[src/rtl/display_7_seg_mux.sv]
// Time-multiplexed hex 7-segment driver: scans NUM_DIGITS digits with anti-ghost guard, PWM dimming, LZ blanking.
// Latency: outputs are registered, 1 clk behind prescaler/posn; inputs are sampled once per frame.
// Backpressure: none; free-running scan, inputs snapshotted at each frame start.
module display_7_seg_mux #(
    parameter int NUM_DIGITS = 4,
    parameter int CLK_DIV    = 50000,
    parameter int GUARD      = 2,
    parameter bit ACTIVE_LOW = 1'b1
) (
    input  logic                    clk,
    input  logic                    reset,
    input  logic [4*NUM_DIGITS-1:0] n,
    input  logic [NUM_DIGITS-1:0]   dp,
    input  logic                    blank_lz,
    input  logic [3:0]              brightness,
    output logic [6:0]              seg,
    output logic                    dp_out,
    output logic [NUM_DIGITS-1:0]   digit,
    output logic                    frame_start
);
    localparam int PW  = (CLK_DIV > 1) ? $clog2(CLK_DIV) : 1;
    localparam int QW  = (NUM_DIGITS > 1) ? $clog2(NUM_DIGITS) : 1;
    localparam int SUB = (CLK_DIV - GUARD) / 16;

    logic [PW-1:0]           presc;
    logic [QW-1:0]           posn;
    logic [4*NUM_DIGITS-1:0] snap_n;
    logic [NUM_DIGITS-1:0]   snap_dp;
    logic                    snap_blz;
    logic [3:0]              snap_br;

    logic                    take;
    logic [4*NUM_DIGITS-1:0] cur_n;
    logic [NUM_DIGITS-1:0]   cur_dp;
    logic                    cur_blz;
    logic [3:0]              cur_br;

    logic [NUM_DIGITS-1:0]   lz;
    logic                    zero_run;
    logic [3:0]              nib;
    logic                    pos_dp;
    logic                    pos_lz;
    logic [NUM_DIGITS-1:0]   onehot;
    logic                    in_win;
    logic                    blanked;
    logic                    en;
    logic [6:0]              seg_raw;
    logic                    dp_raw;
    logic [NUM_DIGITS-1:0]   dig_raw;

    function automatic logic [6:0] hex7(input logic [3:0] v);
        case (v)
            4'h0:    hex7 = 7'h3F;
            4'h1:    hex7 = 7'h06;
            4'h2:    hex7 = 7'h5B;
            4'h3:    hex7 = 7'h4F;
            4'h4:    hex7 = 7'h66;
            4'h5:    hex7 = 7'h6D;
            4'h6:    hex7 = 7'h7D;
            4'h7:    hex7 = 7'h07;
            4'h8:    hex7 = 7'h7F;
            4'h9:    hex7 = 7'h6F;
            4'hA:    hex7 = 7'h77;
            4'hB:    hex7 = 7'h7C;
            4'hC:    hex7 = 7'h39;
            4'hD:    hex7 = 7'h5E;
            4'hE:    hex7 = 7'h79;
            default: hex7 = 7'h71;
        endcase
    endfunction

    assign take = (presc == '0) && (posn == '0);

    // On the snapshot edge itself the fresh inputs are what the new frame displays
    assign cur_n   = take ? n          : snap_n;
    assign cur_dp  = take ? dp         : snap_dp;
    assign cur_blz = take ? blank_lz   : snap_blz;
    assign cur_br  = take ? brightness : snap_br;

    always_comb begin
        lz       = '0;
        zero_run = 1'b1;
        for (int i = NUM_DIGITS - 1; i >= 0; i--) begin
            zero_run = zero_run && (cur_n[4*i +: 4] == 4'h0);
            lz[i]    = zero_run && (i != 0);
        end
    end

    always_comb begin
        nib    = 4'h0;
        pos_dp = 1'b0;
        pos_lz = 1'b0;
        onehot = '0;
        for (int i = 0; i < NUM_DIGITS; i++) begin
            if (int'(posn) == i) begin
                nib       = cur_n[4*i +: 4];
                pos_dp    = cur_dp[i];
                pos_lz    = lz[i];
                onehot[i] = 1'b1;
            end
        end
    end

    always_comb begin
        in_win = 1'b0;
        if (int'(presc) >= GUARD) begin
            in_win = (cur_br == 4'd15) ||
                     ((int'(presc) - GUARD) < SUB * (int'(cur_br) + 1));
        end
        blanked = cur_blz && pos_lz;
        en      = in_win && (!blanked || pos_dp);
        seg_raw = (en && !blanked) ? hex7(nib) : 7'h00;
        dp_raw  = en && pos_dp;
        dig_raw = en ? onehot : '0;
    end

    always_ff @(posedge clk) begin
        if (reset) begin
            presc       <= '0;
            posn        <= '0;
            snap_n      <= '0;
            snap_dp     <= '0;
            snap_blz    <= 1'b0;
            snap_br     <= 4'h0;
            frame_start <= 1'b0;
            seg         <= {7{ACTIVE_LOW}};
            dp_out      <= ACTIVE_LOW;
            digit       <= {NUM_DIGITS{ACTIVE_LOW}};
        end else begin
            if (presc == PW'(CLK_DIV - 1)) begin
                presc <= '0;
                posn  <= (posn == QW'(NUM_DIGITS - 1)) ? '0 : posn + 1'b1;
            end else begin
                presc <= presc + 1'b1;
            end
            if (take) begin
                snap_n   <= n;
                snap_dp  <= dp;
                snap_blz <= blank_lz;
                snap_br  <= brightness;
            end
            frame_start <= take;
            seg         <= seg_raw ^ {7{ACTIVE_LOW}};
            dp_out      <= dp_raw ^ ACTIVE_LOW;
            digit       <= dig_raw ^ {NUM_DIGITS{ACTIVE_LOW}};
        end
    end
endmodule

[config.mk]
export PLATFORM = sky130hd
export DESIGN_NAME = display_7_seg_mux
export DESIGN_NICKNAME = d
export VERILOG_FILES = /design/src/rtl/display_7_seg_mux.sv
export SDC_FILE = /design/constraint.sdc
export NUM_CORES = 1
export LEC_CHECK = 0
export ABC_AREA = 1
export CAP_MARGIN = 20
export CORE_AREA = 10 10 99 101
export CTS_BUF_LIST = sky130_fd_sc_hd__clkbuf_4 sky130_fd_sc_hd__clkbuf_8
export CTS_CLUSTER_SIZE = 30
export DETAILED_ROUTE_END_ITERATION = 10
export DIE_AREA = 0 0 109 111
export DONT_BUFFER_PORTS = 1
export PLACE_DENSITY_LB_ADDON = 0.05
export SYNTH_ARGS = -nofsm -noshare
export SYNTH_HDL_FRONTEND = slang
export SYNTH_SLANG_ARGS = --single-unit
[constraint.sdc]
create_clock -name clk -period 11 [get_ports clk]
set_input_delay 1.1 -clock clk [delete_from_list [all_inputs] [get_ports clk]]
set_output_delay 1.1 -clock clk [all_outputs]
set_load 0.05 [all_outputs]
==> results.txt <==
Status = complete, no violations
Maximum vdd ir drop = 81.5 uV
Tmin final = 6.70 ns
Io pins = 40
Max_cap viols = 0
Critical Path AT = 6.89 ns
Clock Latency Late Sink = 0.32 ns
Number of core rows = 33
RSZ-0062 raised after global routing = no
Nets = 686
Post-synthesis async set-or-reset flop share = 0%
Root Buffer = clkbuf_8
Sinks on Clock Net = 56
Crit-path max cell delay = 0.45 ns
Seq/Total Area, Yosys = 26.4%
Gate Count Post-Synth = 607
Top cell type's share of synthesized area = 26.4%
Routability cong. = 0.853
# hold bufs at CTS = 0
Leakage power = 2.13 nW
Critical path type = reg -> reg
Final setup viols = 0
Congestion Overflow GR = 0
Setup TNS = 0 ns
Die height = 111 microns
Cell Area, Synth = 4250 sq um
Multi-input logic area = 2690 sq um
Slew headroom = 63.0%
Initial antenna violation count = 0
Area leader, netlist = dfxtp_1
Fmax = 149 MHz
Clock slew at reported path FFs = 0.11 ns
Power Density = 164 nW/um^2
Total core area = 7970 sq um
Post-CTS Resized = 0
Synth unique cells = 46
Synth Register Bits = 56
Setup Skew = 0.0112 ns
Inserted Clock Buffers = 5
Layout cells sized above 1 = 6.97%
HP Class = reg -> reg
Number of global-route vias before repair = 3351
Vias = 3570
CTS tree = yes
Post-CTS Setup Bufs = 0
DR vias/cell = 5.04
Detail Route Antenna Nets = 0
Top_reg_cell synth = dfxtp_1
Initial drt markers = 160
First-pass GRT wire length = 16.0 mm
Critical path fanouts, max = 30
Die area = 12100 sq um
Max Slew Vio Count = 0
HPWL after DPL = 7.45 mm
Number of flops mapped to enable cells by yosys = 0
Crit path top cell by count = ha_1
Inserted Diodes = 0
Placed Instances = 700
Non-filler cells, final = 708
Fillcell total = 823
Final Hold Fails = 0
DR pass1 iterations = 6
Critical path endpoint category = register
Post-Syn Nets = 691
Largest net degree at the start of global routing = 34
Clock tree buffer depth = 2
Chip width = 109 microns
Final period utilization = 60.9%
WP data required = 11.19 ns
GRT Util Overall = 15.7%
I/O Buffers = 0
H-tree depth = 2
Startpoint types = register
Register Area = 1120 sq um
Final wirelength = 9.30 mm
Slowest-stage cell, CP = fa_1
P&R area growth vs syn = 3.27%
Syn avg cell area = 7.00 sq um
Wire per inst = 13.1 microns
Synth top area cells = dfxtp_1 26%, ha_1 16%, nand2_1 11%, inv_1 7.3%, nor2_1 6.7%
Slew @ Worst Pin = 0.554 ns
Synth warn = 0
Initial Utilization = 53.3%
DRC Markers = 0
[Yosys cell counts (2+ instances only)]
master	count
a21oi_1	27
nand2_2	10
nand3_1	49
dfxtp_1	56
clkinv_1	2
nor3_1	11
o21ai_0	11
nand2_1	124
xor2_1	22
xnor2_1	5
clkbuf_1	5
inv_2	4
mux2i_1	2
a31oi_1	2
nor2_2	4
or2_2	2
nand3b_1	4
inv_1	83
nor3b_1	4
o21ai_1	5
nand4_1	8
nor2_4	3
ha_1	56
o21ai_2	3
a211oi_1	4
buf_6	5
and2_1	2
nor2_1	76
[cells by family after synthesis]
family / count (synthesis) / synth area share [%]
compound gates: 58 / 7.98
fa+ha+maj: 57 / 17.0
flops: 56 / 26.4
simple gates: 304 / 32.4
xor+xnor: 27 / 5.57
buf+inv: 103 / 10.2
mux: 2 / 0.471
[final cells by class]
cell class,instances,share of cell area [%]
Inverter,91,7.87
Tap cell,105,2.99
Sequential cell,56,25.6
Multi-Input combinational cell,448,61.4
Clock buffer,5,1.57
Clock inverter,3,0.599
[stage by stage]
step                power (mW)  utilization [%]  worst slack [ns]  area (sq um)  hold WS (ns)
finish                   0.717             55.0              4.30          4390         0.475
global route             0.794             55.0              3.68          4390         0.500
CTS                      0.725             55.0              4.32          4390         0.477
detailed placement       0.600             53.9              4.36          4290         0.459
global placement         0.595             53.9              4.64          4290         0.445
floorplan                0.537                -              5.42          4250         0.430
[per-layer routing]
layer  share of wire [%]  wire, microns  GRT usage [%]
met1                  53           4920           23.0
met2                  42           3940           23.0
met3                 3.9            365           3.08
met4                0.76             71           2.99
met5                   0              0              0
[flip-flops by register name (all words and copies together), names as in the netlist]
| name | count |
|---|---|
| snap_blz | 1 |
| frame_start | 1 |
| posn | 2 |
| seg | 7 |
| presc | 16 |
| snap_n | 16 |
| snap_dp | 4 |
| dp_out | 1 |
| digit | 4 |
| snap_br | 4 |
[critical path: cells and delay by family, from the launching register on]
kind / cells / cell delay (ns)
AOI/OAI and AO/OA: 8 / 1.64
adders and majority gates: 7 / 2.08
and+or+nand+nor: 10 / 1.38
xor gates and xnor gates: 2 / 0.32
buffers and inverters: 6 / 0.76
DFF: 1 / 0.38
[report_power, final]
part	switching [mW]	internal [mW]	total, mW
registers	0.0241	0.219	0.243
clock network	0.0742	0.0465	0.121
logic	0.213	0.141	0.354
total	0.312	0.406	0.717
[final timing paths]
check / from / to / slack, ns / cells after the start
max: posn[0]$_SDFFE_PP0P_ / digit[1]$_SDFF_PP1_ / 4.30 / 33
max reg2reg: posn[0]$_SDFFE_PP0P_ / digit[1]$_SDFF_PP1_ / 4.30 / 33
min: presc[0]$_SDFF_PP0_ / presc[0]$_SDFF_PP0_ / 0.47 / 1
min reg2reg: presc[0]$_SDFF_PP0_ / presc[0]$_SDFF_PP0_ / 0.47 / 1
[cell usage in the layout, fill, tap and decap left out, types with 4 or more instances in the layout]
master	instances
nor2_2	4
clkbuf_8	5
dfxtp_1	56
nand3b_1	4
nand3_1	49
nor2_1	76
nor3_1	11
o21ai_0	11
xnor2_1	5
nand2_1	124
nand2_2	10
inv_2	4
inv_1	83
ha_1	56
a21oi_1	27
o21ai_1	5
nand4_1	8
a211oi_1	4
nor3b_1	4
xor2_1	22
Note: power is estimated with default switching activity, not from simulation.
